`src/rtl/console_pkg.sv`:
```
// Shared geometry, control codes and enums for the text console writer.
// Used by both builds; CONSOLE_SCROLL_EN only affects the modules that import this package.
package console_pkg;

   localparam int unsigned COLS       = 80;
   localparam int unsigned ROWS       = 60;
   localparam int unsigned CELLS      = 4800;
   localparam int unsigned SCROLL_LEN = 4720;

   localparam int unsigned ADDR_W = 13;
   localparam int unsigned ROW_W  = 6;
   localparam int unsigned COL_W  = 7;
   localparam int unsigned DATA_W = 8;

   localparam logic [DATA_W-1:0] BLANK   = 8'h20;
   localparam logic [DATA_W-1:0] CODE_BS = 8'h08;
   localparam logic [DATA_W-1:0] CODE_LF = 8'h0A;
   localparam logic [DATA_W-1:0] CODE_FF = 8'h0C;
   localparam logic [DATA_W-1:0] CODE_CR = 8'h0D;

   typedef enum logic [1:0] {
      IDLE   = 2'd0,
      CLEAR  = 2'd1,
      SCROLL = 2'd2,
      CLRROW = 2'd3
   } state_t;

   typedef enum logic [2:0] {
      CUR_NONE = 3'd0,
      CUR_INC  = 3'd1,
      CUR_CR   = 3'd2,
      CUR_LF   = 3'd3,
      CUR_BS   = 3'd4,
      CUR_HOME = 3'd5
   } cursor_op_t;

   function automatic logic is_printable(input logic [DATA_W-1:0] code);
      return !(code == CODE_BS || code == CODE_LF || code == CODE_FF || code == CODE_CR);
   endfunction

endpackage

```
`src/rtl/console_cursor.sv`:
```
// Cursor tracker: row/col plus linear cell address, updated by one op per cycle.
// CONSOLE_SCROLL_EN: overflow parks at the last row; otherwise it wraps to row 0.
module console_cursor
   import console_pkg::*;
(
   input  logic              clk,
   input  logic              rst,
   input  cursor_op_t        op,
   output logic [ROW_W-1:0]  row,
   output logic [COL_W-1:0]  col,
   output logic [ADDR_W-1:0] addr,
   output logic              overflow_c
);

   localparam logic [ROW_W-1:0] LAST_ROW = ROW_W'(ROWS - 1);
   localparam logic [COL_W-1:0] LAST_COL = COL_W'(COLS - 1);
`ifdef CONSOLE_SCROLL_EN
   localparam logic [ROW_W-1:0]  WRAP_ROW  = LAST_ROW;
   localparam logic [ADDR_W-1:0] WRAP_BASE = ADDR_W'(SCROLL_LEN);
`else
   localparam logic [ROW_W-1:0]  WRAP_ROW  = '0;
   localparam logic [ADDR_W-1:0] WRAP_BASE = '0;
`endif

   logic [ROW_W-1:0]  row_n;
   logic [COL_W-1:0]  col_n;
   logic [ADDR_W-1:0] addr_n;

   always_ff @(posedge clk) begin
      if (rst) begin
         row  <= '0;
         col  <= '0;
         addr <= '0;
      end else begin
         row  <= row_n;
         col  <= col_n;
         addr <= addr_n;
      end
   end

   // Linear address tracks row/col incrementally so no multiplier is needed.
   always_comb begin
      row_n      = row;
      col_n      = col;
      addr_n     = addr;
      overflow_c = 1'b0;
      case (op)
         CUR_INC: begin
            if (col == LAST_COL) begin
               col_n = '0;
               if (row == LAST_ROW) begin
                  overflow_c = 1'b1;
                  row_n      = WRAP_ROW;
                  addr_n     = WRAP_BASE;
               end else begin
                  row_n  = row + ROW_W'(1);
                  addr_n = addr + ADDR_W'(1);
               end
            end else begin
               col_n  = col + COL_W'(1);
               addr_n = addr + ADDR_W'(1);
            end
         end
         CUR_CR: begin
            col_n  = '0;
            addr_n = addr - ADDR_W'(col);
         end
         CUR_LF: begin
            if (row == LAST_ROW) begin
               overflow_c = 1'b1;
               row_n      = WRAP_ROW;
               addr_n     = WRAP_BASE + ADDR_W'(col);
            end else begin
               row_n  = row + ROW_W'(1);
               addr_n = addr + ADDR_W'(COLS);
            end
         end
         CUR_BS: begin
            if (col != '0) begin
               col_n  = col - COL_W'(1);
               addr_n = addr - ADDR_W'(1);
            end
         end
         CUR_HOME: begin
            row_n  = '0;
            col_n  = '0;
            addr_n = '0;
         end
         default: ;
      endcase
   end

endmodule

```
`src/rtl/text_console_writer.sv`:
```
// Byte-stream console writer: glyph/colour RAM writes, control codes, clear and scroll.
// CONSOLE_SCROLL_EN: overflow copies rows up through the read port; otherwise only row 0 is blanked.
module text_console_writer
   import console_pkg::*;
(
   input  logic              clk,
   input  logic              rst,
   input  logic [7:0]        in_data,
   input  logic              in_valid,
   output logic              in_ready,
   input  logic [7:0]        attr,
   output logic              busy,
   output logic              wr_en,
   output logic [12:0]       wr_addr,
   output logic [7:0]        wr_char,
   output logic [7:0]        wr_colour,
   output logic [12:0]       rd_addr,
   input  logic [7:0]        rd_char,
   input  logic [7:0]        rd_colour,
   output logic [5:0]        cursor_row,
   output logic [6:0]        cursor_col
);

   localparam logic [ADDR_W-1:0] CLEAR_END = ADDR_W'(CELLS);
`ifdef CONSOLE_SCROLL_EN
   localparam state_t            OVF_STATE  = SCROLL;
   localparam logic [ADDR_W-1:0] CLRROW_END = ADDR_W'(CELLS);
   localparam logic [ADDR_W-1:0] COPY_LAST  = ADDR_W'(SCROLL_LEN - 1);
`else
   localparam state_t            OVF_STATE  = CLRROW;
   localparam logic [ADDR_W-1:0] CLRROW_END = ADDR_W'(COLS);
`endif

   state_t             state, state_n;
   logic [ADDR_W-1:0]  idx, idx_n;
   logic               wr_en_n;
   logic [ADDR_W-1:0]  wr_addr_n;
   logic [DATA_W-1:0]  wr_char_q, wr_char_n;
   logic [DATA_W-1:0]  wr_colour_q, wr_colour_n;
   logic [DATA_W-1:0]  attr_q, attr_n;
   logic               accept_c;
   cursor_op_t         cur_op;
   logic [ADDR_W-1:0]  cursor_addr;
   logic               overflow_c;

   assign in_ready = (state == IDLE) && !rst;
   assign busy     = (state != IDLE);
   assign accept_c = in_valid && in_ready;

   console_cursor u_cursor (
      .clk        (clk),
      .rst        (rst),
      .op         (cur_op),
      .row        (cursor_row),
      .col        (cursor_col),
      .addr       (cursor_addr),
      .overflow_c (overflow_c)
   );

   // Control-code decode kept apart so overflow feedback does not loop through one block.
   always_comb begin
      cur_op = CUR_NONE;
      if (accept_c) begin
         if (is_printable(in_data)) begin
            cur_op = CUR_INC;
         end else begin
            case (in_data)
               CODE_CR: cur_op = CUR_CR;
               CODE_LF: cur_op = CUR_LF;
               CODE_BS: cur_op = CUR_BS;
               default: cur_op = CUR_HOME;
            endcase
         end
      end
   end

   always_ff @(posedge clk) begin
      if (rst) state <= CLEAR;
      else     state <= state_n;
   end

   // Each bulk state spends one extra cycle at its end index so in_ready trails the last write.
   always_comb begin
      state_n = state;
      case (state)
         IDLE: begin
            if (accept_c) begin
               if (in_data == CODE_FF) state_n = CLEAR;
               else if (overflow_c)    state_n = OVF_STATE;
            end
         end
         CLEAR:  if (idx == CLEAR_END)  state_n = IDLE;
         CLRROW: if (idx == CLRROW_END) state_n = IDLE;
`ifdef CONSOLE_SCROLL_EN
         SCROLL: if (idx == COPY_LAST)  state_n = CLRROW;
`else
         SCROLL: state_n = IDLE;
`endif
         default: state_n = IDLE;
      endcase
   end

`ifdef CONSOLE_SCROLL_EN
   logic [ADDR_W-1:0] rd_addr_q, rd_addr_n;
   logic              copy_q, copy_n;

   always_ff @(posedge clk) begin
      if (rst) begin
         rd_addr_q <= '0;
         copy_q    <= 1'b0;
      end else begin
         rd_addr_q <= rd_addr_n;
         copy_q    <= copy_n;
      end
   end

   // Copy cycles pass RAM read data straight through to land one cycle after the read address.
   assign rd_addr   = rd_addr_q;
   assign wr_char   = copy_q ? rd_char   : wr_char_q;
   assign wr_colour = copy_q ? rd_colour : wr_colour_q;
`else
   logic unused_rd;
   assign unused_rd = ^{rd_char, rd_colour};
   assign rd_addr   = '0;
   assign wr_char   = wr_char_q;
   assign wr_colour = wr_colour_q;
`endif

   always_comb begin
      idx_n       = idx;
      wr_en_n     = 1'b0;
      wr_addr_n   = wr_addr;
      wr_char_n   = wr_char_q;
      wr_colour_n = wr_colour_q;
      attr_n      = attr_q;
`ifdef CONSOLE_SCROLL_EN
      copy_n      = 1'b0;
      rd_addr_n   = rd_addr_q;
`endif
      case (state)
         IDLE: begin
            if (accept_c) begin
               attr_n = attr;
               if (is_printable(in_data)) begin
                  wr_en_n     = 1'b1;
                  wr_addr_n   = cursor_addr;
                  wr_char_n   = in_data;
                  wr_colour_n = attr;
               end
               if (in_data == CODE_FF || overflow_c) idx_n = '0;
`ifdef CONSOLE_SCROLL_EN
               if (overflow_c) rd_addr_n = ADDR_W'(COLS);
`endif
            end
         end
         CLEAR: begin
            if (idx != CLEAR_END) begin
               wr_en_n     = 1'b1;
               wr_addr_n   = idx;
               wr_char_n   = BLANK;
               wr_colour_n = attr_q;
               idx_n       = idx + ADDR_W'(1);
            end
         end
         CLRROW: begin
            if (idx != CLRROW_END) begin
               wr_en_n     = 1'b1;
               wr_addr_n   = idx;
               wr_char_n   = BLANK;
               wr_colour_n = attr_q;
               idx_n       = idx + ADDR_W'(1);
            end
         end
`ifdef CONSOLE_SCROLL_EN
         SCROLL: begin
            wr_en_n   = 1'b1;
            wr_addr_n = idx;
            copy_n    = 1'b1;
            idx_n     = idx + ADDR_W'(1);
            if (idx != COPY_LAST) rd_addr_n = rd_addr_q + ADDR_W'(1);
         end
`endif
         default: ;
      endcase
   end

   always_ff @(posedge clk) begin
      if (rst) begin
         idx         <= '0;
         wr_en       <= 1'b0;
         wr_addr     <= '0;
         wr_char_q   <= '0;
         wr_colour_q <= '0;
         attr_q      <= '0;
      end else begin
         idx         <= idx_n;
         wr_en       <= wr_en_n;
         wr_addr     <= wr_addr_n;
         wr_char_q   <= wr_char_n;
         wr_colour_q <= wr_colour_n;
         attr_q      <= attr_n;
      end
   end

endmodule
```
`config.mk`:
```
export PLATFORM = sky130hd
export DESIGN_NAME = text_console_writer
export DESIGN_NICKNAME = d
export VERILOG_FILES = /design/src/rtl/console_pkg.sv /design/src/rtl/console_cursor.sv /design/src/rtl/text_console_writer.sv
export SDC_FILE = /design/constraint.sdc
export NUM_CORES = 1
export LEC_CHECK = 0
export CORE_UTILIZATION = 53
export DETAILED_ROUTE_END_ITERATION = 8
export PLACE_DENSITY = 0.81
export SYNTH_ARGS = -nofsm -noshare
export SYNTH_HDL_FRONTEND = slang
export SYNTH_SLANG_ARGS = --single-unit
```
`constraint.sdc`:
```
create_clock -name clk -period 4.9 [get_ports clk]
set_input_delay 0.49 -clock clk [delete_from_list [all_inputs] [get_ports clk]]
set_output_delay 0.49 -clock clk [all_outputs]
set_load 0.05 [all_outputs]
```
==> run metrics, run 1 <==
Clock transition at path regs 0.10 ns; FFs w/ async S/R, synth 0%; CTS max path bufs 2; hold buffer count at CTS 0; Crit Path Class in2reg; # rows 35; DRC 0; Arr. time, crit path 4.06 ns; Final Cell Area 5940 um^2; synth cell count leaders dfxtp_1 (79), nor2_1 (65), nand2_1 (51), a21oi_1 (42), nand3_1 (37); worst setup margin between 1 and 1.5 ns; RSZ-0062 raised after global routing false; share of Yosys cell area claimed by the top area cell type 30.8%; die extent in x approximately 100 um; placed instance area 5730 um^2; Die Y-Extent about 100 um; share of post-route cells with drive strength above 1 6.23%; Post-Syn Area per Cell 7.91 um^2; Vias 5117; Clk Latency, worst-skew pair approximately 0.36 ns; status complete, no violations; Clock Skew 0.0107 ns; Initial Utilization 55.0%; area leader, netlist dfxtp_1; Top FF cell, synth dfxtp_1; largest net degree at the start of global routing 58; Post-Synthesis Cells 649; Ys Warns 0; P_leak 2.30 nW; H-tree depth 3; final setup fails 0; Congestion Overflow GR 0; # Max-Cap Violations 0; vias per cell between 6 and 7; post-route setup TNS 0 ns; WL per Instance 17.1 um; Final HPWL DP 9820 um; first-pass GRT wire length ~23000 um; clock buffer count from CTS 9; final-report max-slew violation count 0; worst min path class reg2reg; # diodes 0; vias in the first global route 4764; R2R depth 12; Final Non-Filler Cells 819; area delta synth->final 15.8%; drt total wl approximately 14000 um; RR Startpoint state[1]; worst r2r dst u_cursor.addr[7]; Power per Cell Area 219 nW/um^2; crit share post-route approximately four fifths; nature of the critical path startpoint input port; Seq/Total Area, Yosys 30.8%; CTS tree yes; initial antenna violation count 0; worst-path fanout max 19; Hold Path Stages 2; FMAX 261 MHz; fillers 832; hold_sp wr_char[0]; total power 0.00130 W; DRT iter0 DRCs 337; Critical Path RT slightly above 5 ns; placed insts 803; core area around 9300 um^2; Final Hold Vio Count 0; count leader, synth dfxtp_1; DRT antenna net count 0; Die ar. 10100 um^2; CTS Root Cell clkbuf_8; CTS resizes 0; DRT Pass-1 Iters 7; Post-Syn Area around 5100 um^2; # port buffers 63; overall routing resource usage 28.2%; EDFF count, synth 0; actual slew at the worst max-slew pin about 1.2 ns; setup slack at placement roughly 0.7 ns; CP Capture Type flop; fin nets 737; Rel. slew slack 15.9%; setup bufs post-CTS 0; #FFs+latches synth 79; r2r setup slk about 1.2 ns; Unique masters post-synth 71; top cells by area in the synthesized netlist dfxtp_1 (31%), mux2i_1 (5.9%), nor2_1 (4.8%), a211oi_1 (4.7%), a21oi_1 (4.1%); Final min period 3.83 ns; Max VDD drop 140 uV; I/O pins 93; GPL Wtd Cong 0.956; clock sinks 79; Hold EP wr_char[0]
==> registers in the layout, summed over array words and instances (netlist names) <==
register       cells
state              2
wr_colour          8
wr_char            8
u_cursor.addr     13
u_cursor.col       7
u_cursor.row       6
wr_addr           13
attr_q             8
wr_en              1
idx               13
==> kinds of logic after synthesis <==
| group | after synthesis | synth area share [%] |
|---|---|---|
| fa+ha+maj | 17 | 4.29 |
| buf+inv | 77 | 7.19 |
| simple gates | 266 | 27.3 |
| flops | 79 | 30.8 |
| compound gates | 159 | 20.9 |
| mux | 32 | 6.29 |
| other cells | 1 | 0.0731 |
| xor+xnor | 18 | 3.07 |
==> layer usage <==
layer | vias up | wire (um) | GRT usage (%)
li1 | 2435 | - | -
met1 | 2404 | 6150 | 37.0
met2 | 248 | 6550 | 46.7
met3 | 30 | 1000 | 4.18
met4 | 0 | 293 | 10.8
met5 | - | 0 | 0
==> worst max path at each step <==
| stage | from | end | slack [ns] | cells past startpoint |
|---|---|---|---|---|
| CTS | in_valid | u_cursor.addr[7] | 1.10 | 13 |
| floorplan | in_data[6] | u_cursor.addr[7] | 1.24 | 13 |
| detailed placement | in_valid | u_cursor.addr[7] | 0.71 | 13 |
| finish | in_valid | u_cursor.addr[7] | 1.07 | 13 |
| global route | in_valid | u_cursor.addr[10] | 0.80 | 15 |
| global placement | in_valid | u_cursor.addr[7] | 0.85 | 13 |
==> placed cells by master, fill, tap and decap left out, types with 8 or more instances in the layout <==
master           count
a211oi_1            32
a21oi_1             42
a31oi_1              9
and3_1              15
buf_4                8
clkbuf_8             9
clkdlybuf4s50_1     62
conb_1              13
dfxtp_1             78
ha_1                16
inv_1               18
mux2i_1             30
nand2_1             51
nand3_1             37
nand3b_1            15
nand4_1              9
nor2_1              65
nor2b_1              8
nor3_1              12
o211ai_1             9
o21ai_0             18
xnor2_1             11
==> report_power, final <==
part           internal, W  leakage [nW]  total, W  switching, W
combinational    0.0000407          1.57  0.000122     0.0000816
clock             0.000246         0.100  0.000524      0.000278
sequential        0.000647         0.637  0.000656    0.00000895
total             0.000934          2.30   0.00130      0.000368
==> final cells by class <==
| class | count | area (um^2) | area share [%] |
|---|---|---|---|
| flip-flops and latches | 79 | 1580 | 26.6 |
| inverters | 19 | 71.3 | 1.20 |
| well taps | 129 | 161 | 2.72 |
| clock inverters | 7 | 85.1 | 1.43 |
| repair buffers | 71 | 686 | 11.5 |
| multi-input cells | 505 | 3230 | 54.4 |
| clock buffers | 9 | 124 | 2.08 |
==> stage by stage <==
stage | hold slack [ns] | util [%]
after floorplan | 0.434 | -
after global placement | 0.439 | 61.5
after detailed placement | 0.446 | 61.5
after CTS | 0.458 | 63.7
after global routing | 0.480 | 63.7
final | 0.457 | 63.7
==> critical path: stages <==
cell and delay (ns):
clkdlybuf4s50_1 0.47, or4b_4 0.61, nor4_1 0.29, buf_4 0.18
nand2_1 0.14, nand2_1 0.15, ha_1 0.27, and2_1 0.19
a221oi_1 0.43, a21oi_1 0.21, a211oi_1 0.33, mux2i_1 0.22
o211ai_1 0.09
Power figures use the tool's default switching activity.
==> run 2, diff against run 1 <==
--- a/config.mk
+++ b/config.mk
@@ -5,9 +5,9 @@
 export SDC_FILE = /design/constraint.sdc
 export NUM_CORES = 1
 export LEC_CHECK = 0
-export CORE_UTILIZATION = 53
+export CORE_UTILIZATION = 48
 export DETAILED_ROUTE_END_ITERATION = 8
-export PLACE_DENSITY = 0.81
+export PLACE_DENSITY = 0.77
 export SYNTH_ARGS = -nofsm -noshare
 export SYNTH_HDL_FRONTEND = slang
 export SYNTH_SLANG_ARGS = --single-unit
==> constraint.sdc (replaced) <==
create_clock -name clk -period 3.07 [get_ports clk]
set_input_delay 0.307 -clock clk [delete_from_list [all_inputs] [get_ports clk]]
set_output_delay 0.307 -clock clk [all_outputs]
set_load 0.05 [all_outputs]
==> run 2 against run 1 <==
- wire length is 5.3% higher
- utilization shrank 1.6 points
- clock power is 74% higher
- global-route usage is 1.7 points lower
- via count is 3.2% higher
- cell count up 6.6%
- first-iteration DRC count rose by 5.6%
==> run metrics, run 2 (synthesized netlist as in run 1, its figures left out) <==
I/O pins 93 (unchanged); actual slew at the worst max-slew pin 1.02 ns (-0.223 ns); most used cell, CP nand2_4; fillers 894 (+7.5%); # port buffers 63 (unchanged); first-pass GRT wire length 23800 um (+4.6%); Congestion Overflow GR 0 (unchanged); largest net degree at the start of global routing 58 (unchanged); r2r setup slk 0.18 ns (-0.99 ns); Vias 5279 (+3.2%); Clock transition at path regs 0.09 ns (about the same); Max VDD drop 274 uV (+95%); CP Cell Sequence dlygate4sd2_1 > or4b_4 > nor4_4 > nand2_4 > nand2_4 > inv_2 > fa_2 > nor2b_2 > o21ai_1 > a21bo_2 > a211oi_2 > nor4_1 > a2111oi_1; Final Hold Vio Count 0 (unchanged); Final HPWL DP 10600 um (+7.7%); P_leak 2.59 nW (+12%); drt total wl 14700 um (+5.3%); overall routing resource usage 26.5% (-1.7 points); FMAX 341 MHz; Critical Path Slowest Stage Cell or4b_4; Hold Path Stages 3 (+1); Power per Cell Area 341 nW/um^2 (+55%); CP Capture Type flop; initial antenna violation count 0 (unchanged); GPL Wtd Cong 0.914 (-4.4%); final-report max-slew violation count 0 (unchanged); DRC 0 (unchanged); CTS max path bufs 2 (unchanged); fin nets 784 (+6.4%); vias per cell 6.05 (-3.2%); # Max-Cap Violations 0 (unchanged); H-tree depth 3 (unchanged); Die Y-Extent 105 um (+5.0%); Crit Path Class in2reg; CTS tree yes; WL per Instance 16.9 um (-1.3%); worst min path class in2reg; DRT Pass-1 Iters 8 (+1); CTS Root Cell clkbuf_8; DRT antenna net count 0 (unchanged); nature of the critical path startpoint input port; Final min period 2.93 ns; Clock Skew 0.0131 ns (+0.00239 ns); clock sinks 79 (unchanged); Die ar. 11100 um^2 (+10%); most frequent cells in the layout dfxtp_1 (78), nor2_1 (65), clkdlybuf4s50_1 (58); Critical Path RT 3.32 ns (-1.81 ns); top cell family by delay on the critical path simple AND/OR/NAND/NOR gates; Arr. time, crit path 3.19 ns (-0.87 ns); DRT iter0 DRCs 356 (+5.6%); Hold EP wr_char[6]; hold buffer count at CTS 0 (unchanged); most common cell after layout, fill and taps aside dfxtp_1; hold_sp in_data[6]; RSZ-0062 raised after global routing true; status complete, no violations; Hold Slack 0.390 ns (-0.0674 ns); clock buffer count from CTS 9 (unchanged); worst r2r dst u_cursor.addr[10]; core area 10300 um^2 (+11%); crit share post-route between 90% and 100%; Clk Latency, worst-skew pair 0.36 ns (about the same); share of post-route cells with drive strength above 1 14.2% (+8.0 points); biggest regs idx (13), u_cursor.addr (13), wr_addr (13); die extent in x 105 um (+5.0%); # diodes 0 (unchanged); RR Startpoint state[1]; # rows 37 (+5.7%); Initial Utilization 49.7% (-5.3 points); CP bufs+invs 2 (unchanged); setup slack at placement -0.401 ns (-1.11 ns); Rel. slew slack 31.4% (+15 points); worst-path fanout max 7 (-12); R2R depth 12 (unchanged); final setup fails 0 (unchanged); worst setup margin 0.136 ns (-0.933 ns); total power 0.00218 W (+68%); area delta synth->final 24.9%; vias in the first global route 4820 (+1.2%); largest stage delay on the critical path 0.57 ns (-0.04 ns)
[run 2: cell count changes in the layout (fill, tap and decap cells not counted), moves of 3 or more]
cell and change:
buf_4 +47, dlygate4sd2_1 +4, nand2_1 -3, clkdlybuf4s50_1 -4
[run 2: report_power, final]
part,total [W],internal (W),switching [W]
clock,0.000912,0.000491,0.000421
sequential,0.00105,0.00103,0.0000152
combinational,0.000223,0.0000858,0.000137
[run 2: worst max-delay path by stage]
stage | start | endpoint | slack, ns | depth (start not counted)
final | in_data[4] | u_cursor.addr[10] | 0.14 | 13
after global routing | in_valid | u_cursor.addr[4] | -0.02 | 13
after CTS | in_data[4] | u_cursor.addr[10] | 0.13 | 13
after detailed placement | in_valid | u_cursor.addr[10] | -0.40 | 13
after global placement | in_valid | u_cursor.addr[10] | -0.35 | 13
after floorplan | state[1] | u_cursor.addr[10] | -0.09 | 15
[run 2: worst register-to-register path: cells and delay by family (launching register included)]
kind / cells / cell delay (ns)
AOI/OAI and AO/OA: 4 / 0.85
and+or+nand+nor: 6 / 1.19
buffers and inverters: 1 / 0.04
adders and majority gates: 1 / 0.36
DFF: 1 / 0.34
[run 2: routing by layer]
layer | vias to the layer above | GRT usage [%] | part of all wire, %
li1 | 2533 | - | -
met2 | 247 | 43.6 | 48
met5 | - | 0 | 0
met1 | 2459 | 34.2 | 42
met4 | 0 | 10.6 | 2.6
met3 | 40 | 4.89 | 6.9
[run 2: layout make-up]
type / instances / area (um^2) / area share [%]
Clock buffer: 11 / 141 / 2.21
Clock inverter: 5 / 88.8 / 1.39
Inverter: 19 / 71.3 / 1.11
Multi-Input combinational cell: 505 / 3320 / 51.8
Sequential cell: 79 / 1580 / 24.7
Tap cell: 136 / 170 / 2.66
Timing Repair Buffer: 118 / 1030 / 16.1
[run 2: what timing repair did]
action	4_1_cts	5_1_grt
endpoints found under the setup margin	5	5
buffers inserted	2	1
resized for setup	7	4
cloned	0	0
pin swaps	11	3
[run 2: per-stage QoR]
| stage | instance area, um^2 | util (%) | instances | setup TNS [ns] |
|---|---|---|---|---|
| 2_1_floorplan | 5250 | - | 661 | -0.370 |
| 3_3_place_gp | 6130 | 59.4 | 854 | -2.88 |
| 3_5_place_dp | 6130 | 59.4 | 854 | -3.41 |
| 4_1_cts | 6390 | 61.9 | 872 | 0 |
| 5_1_grt | 6410 | 62.1 | 873 | -0.0417 |
| 6_report | 6410 | 62.1 | 873 | 0 |
==> run 3, diff against run 2 <==
--- a/config.mk
+++ b/config.mk
@@ -5,9 +5,11 @@
 export SDC_FILE = /design/constraint.sdc
 export NUM_CORES = 1
 export LEC_CHECK = 0
-export CORE_UTILIZATION = 48
+export CORE_ASPECT_RATIO = 1.75
+export CORE_UTILIZATION = 58
 export DETAILED_ROUTE_END_ITERATION = 8
-export PLACE_DENSITY = 0.77
+export DONT_BUFFER_PORTS = 1
+export PLACE_DENSITY = 0.76
 export SYNTH_ARGS = -nofsm -noshare
 export SYNTH_HDL_FRONTEND = slang
 export SYNTH_SLANG_ARGS = --single-unit
==> run 3 against run 2 <==
- utilization rose by 5.7 points
- final area fell by 8.9%
- power rose by 12%
- cell count fell by 10%
- global-route usage rose by 4.4 points
- critical path depth fell by 1
- non-clock buffer count fell by 69
- critical path type is now reg2reg
- die area fell by 17%
- sequential power barely moved
- largest power group is now the clock network
- clock power rose by 35%
==> run metrics, run 3 (synthesized netlist as in run 1, its figures left out) <==
status complete, no violations; Final Cell Area 5840 um^2 (-8.9%); Critical Path RT 3.30 ns (-0.02 ns); hold buffer count at CTS 0 (unchanged); total power 0.00245 W (+12%); CTS max path bufs 2 (unchanged); Arr. time, crit path 3.27 ns (+0.08 ns); largest net degree at the start of global routing 59 (+1.7%); first-pass GRT wire length 22500 um (-5.4%); fin nets 715 (-8.8%); DRT Pass-1 Iters 6 (-2); r2r setup slk 0.02 ns (-0.16 ns); # port buffers 0 (-100%); crit share post-route 99.3% (+3.8 points); DRT iter0 DRCs 228 (-36%); Initial Utilization 59.6% (+9.9 points); # diodes 0 (unchanged); CTS Root Cell clkbuf_16; overall routing resource usage 30.9% (+4.4 points); Die Y-Extent 126 um (+20%); CP bufs+invs 0 (-2); clock buffer count from CTS 9 (unchanged); I/O pins 93 (unchanged); RR Startpoint state[0]; post-layout util 67.8% (+5.7 points); RSZ-0062 raised after global routing true; GPL Wtd Cong 0.973 (+6.5%); P_leak 2.38 nW (-8.1%); biggest regs idx (13), u_cursor.addr (13), wr_addr (13); Vias 4960 (-6.0%); Congestion Overflow GR 0 (unchanged); actual slew at the worst max-slew pin 0.737 ns (-0.287 ns); FMAX 328 MHz (-3.8%); CTS tree yes; CP Capture Type flop; initial antenna violation count 0 (unchanged); Rel. slew slack 50.9% (+19 points); Final min period 3.05 ns (+0.115 ns); Final Hold Vio Count 0 (unchanged); Clk Latency, worst-skew pair 0.34 ns (-0.02 ns); die extent in x 73.1 um (-31%); placed instance area 5450 um^2 (-11%); Critical Path Slowest Stage Cell or4b_4; most frequent cells in the layout dfxtp_1 (78), nor2_1 (65), nand2_1 (49), buf_4 (49), a21oi_1 (40); area delta synth->final 13.8%; WL per Instance 17.8 um (+5.6%); core area 8610 um^2 (-17%); clock sinks 79 (unchanged); Power per Cell Area 419 nW/um^2 (+23%); most common cell after layout, fill and taps aside dfxtp_1; worst-path fanout max 7 (unchanged); vias in the first global route 4790 (-0.62%); Max VDD drop 279 uV (+1.7%); DRT antenna net count 0 (unchanged); logic depth of the worst setup path including buffers 12 (-1); Die ar. 9240 um^2 (-17%); final-report max-slew violation count 0 (unchanged); CP Launch Point state[0]; Clock Skew 0.00966 ns (-0.00348 ns); # Max-Cap Violations 0 (unchanged); drt total wl 14000 um (-5.0%); # rows 45 (+22%); end of the critical path u_cursor.addr[10]; Crit Path Class reg2reg; H-tree depth 3 (unchanged); nature of the critical path startpoint flop; largest stage delay on the critical path 0.55 ns (-0.02 ns); CP Cell Sequence or4b_4 > nor4_4 > nand2_2 > nand2_1 > ha_2 > fa_2 > nor2b_2 > o21ai_1 > a21oi_1 > nor2_1 > a221oi_1 > a2111oi_1; Final HPWL DP 10300 um (-2.3%); R2R depth 12 (unchanged); top cell family by delay on the critical path simple AND/OR/NAND/NOR gates; DRC 0 (unchanged); share of post-route cells with drive strength above 1 14.8% (+0.57 points); worst r2r dst u_cursor.addr[10]; worst min path class in2reg; vias per cell 6.32 (+4.5%); Clock transition at path regs 0.06 ns (-0.03 ns); final setup fails 0 (unchanged)
run 3: cell type report:
| class | count | area [um^2] |
|---|---|---|
| clock buffers | 10 | 229 |
| multi-input cells | 505 | 3330 |
| fillers | 725 | 2770 |
| flip-flops and latches | 79 | 1580 |
| inverters | 19 | 71.3 |
| clock inverters | 6 | 116 |
| well taps | 117 | 146 |
| repair buffers | 49 | 368 |
run 3: metrics by stage:
step / hold WS (ns) / worst slack [ns] / TNS [ns] / cells
2_1_floorplan: 0.406 / -0.0861 / -0.370 / 661
3_3_place_gp: 0.383 / -0.0406 / -0.0406 / 768
3_5_place_dp: 0.384 / -0.0927 / -0.248 / 768
4_1_cts: 0.0287 / 0.0278 / 0 / 784
5_1_grt: 0.0229 / -0.151 / -0.510 / 785
6_report: 0.0323 / 0.0202 / 0 / 785
run 3: per-layer routing:
layer / global-route usage [%] / vias to the layer above / part of all wire, % / wire [um]
li1: - / 2390 / - / -
met1: 33.6 / 2337 / 38 / 5310
met2: 55.9 / 189 / 53 / 7450
met3: 4.92 / 44 / 5.1 / 708
met4: 15.3 / 0 / 3.7 / 519
met5: 0 / - / 0 / 0
run 3: timing repair:
| item | 4_1_cts | 5_1_grt |
|---|---|---|
| gates resized for setup | 1 | 8 |
| pin swaps | 4 | 2 |
| setup buffers | 0 | 1 |
| setup endpoints to repair | 4 | 11 |
run 3: power breakdown:
part           internal, W  total (W)  switching, W
clock             0.000802    0.00123      0.000433
combinational    0.0000513   0.000150     0.0000989
sequential         0.00103    0.00106     0.0000274
total              0.00189    0.00245      0.000560
run 3: worst min path at each step:
stage,start,endpoint,slack (ns),cells after the start
after floorplan,attr[0],attr_q[0],0.41,2
after global placement,rst,idx[0],0.38,1
after detailed placement,rst,wr_char[1],0.38,1
after CTS,rst,u_cursor.row[1],0.03,1
after global routing,rst,wr_char[6],0.02,1
final,rst,wr_char[1],0.03,1
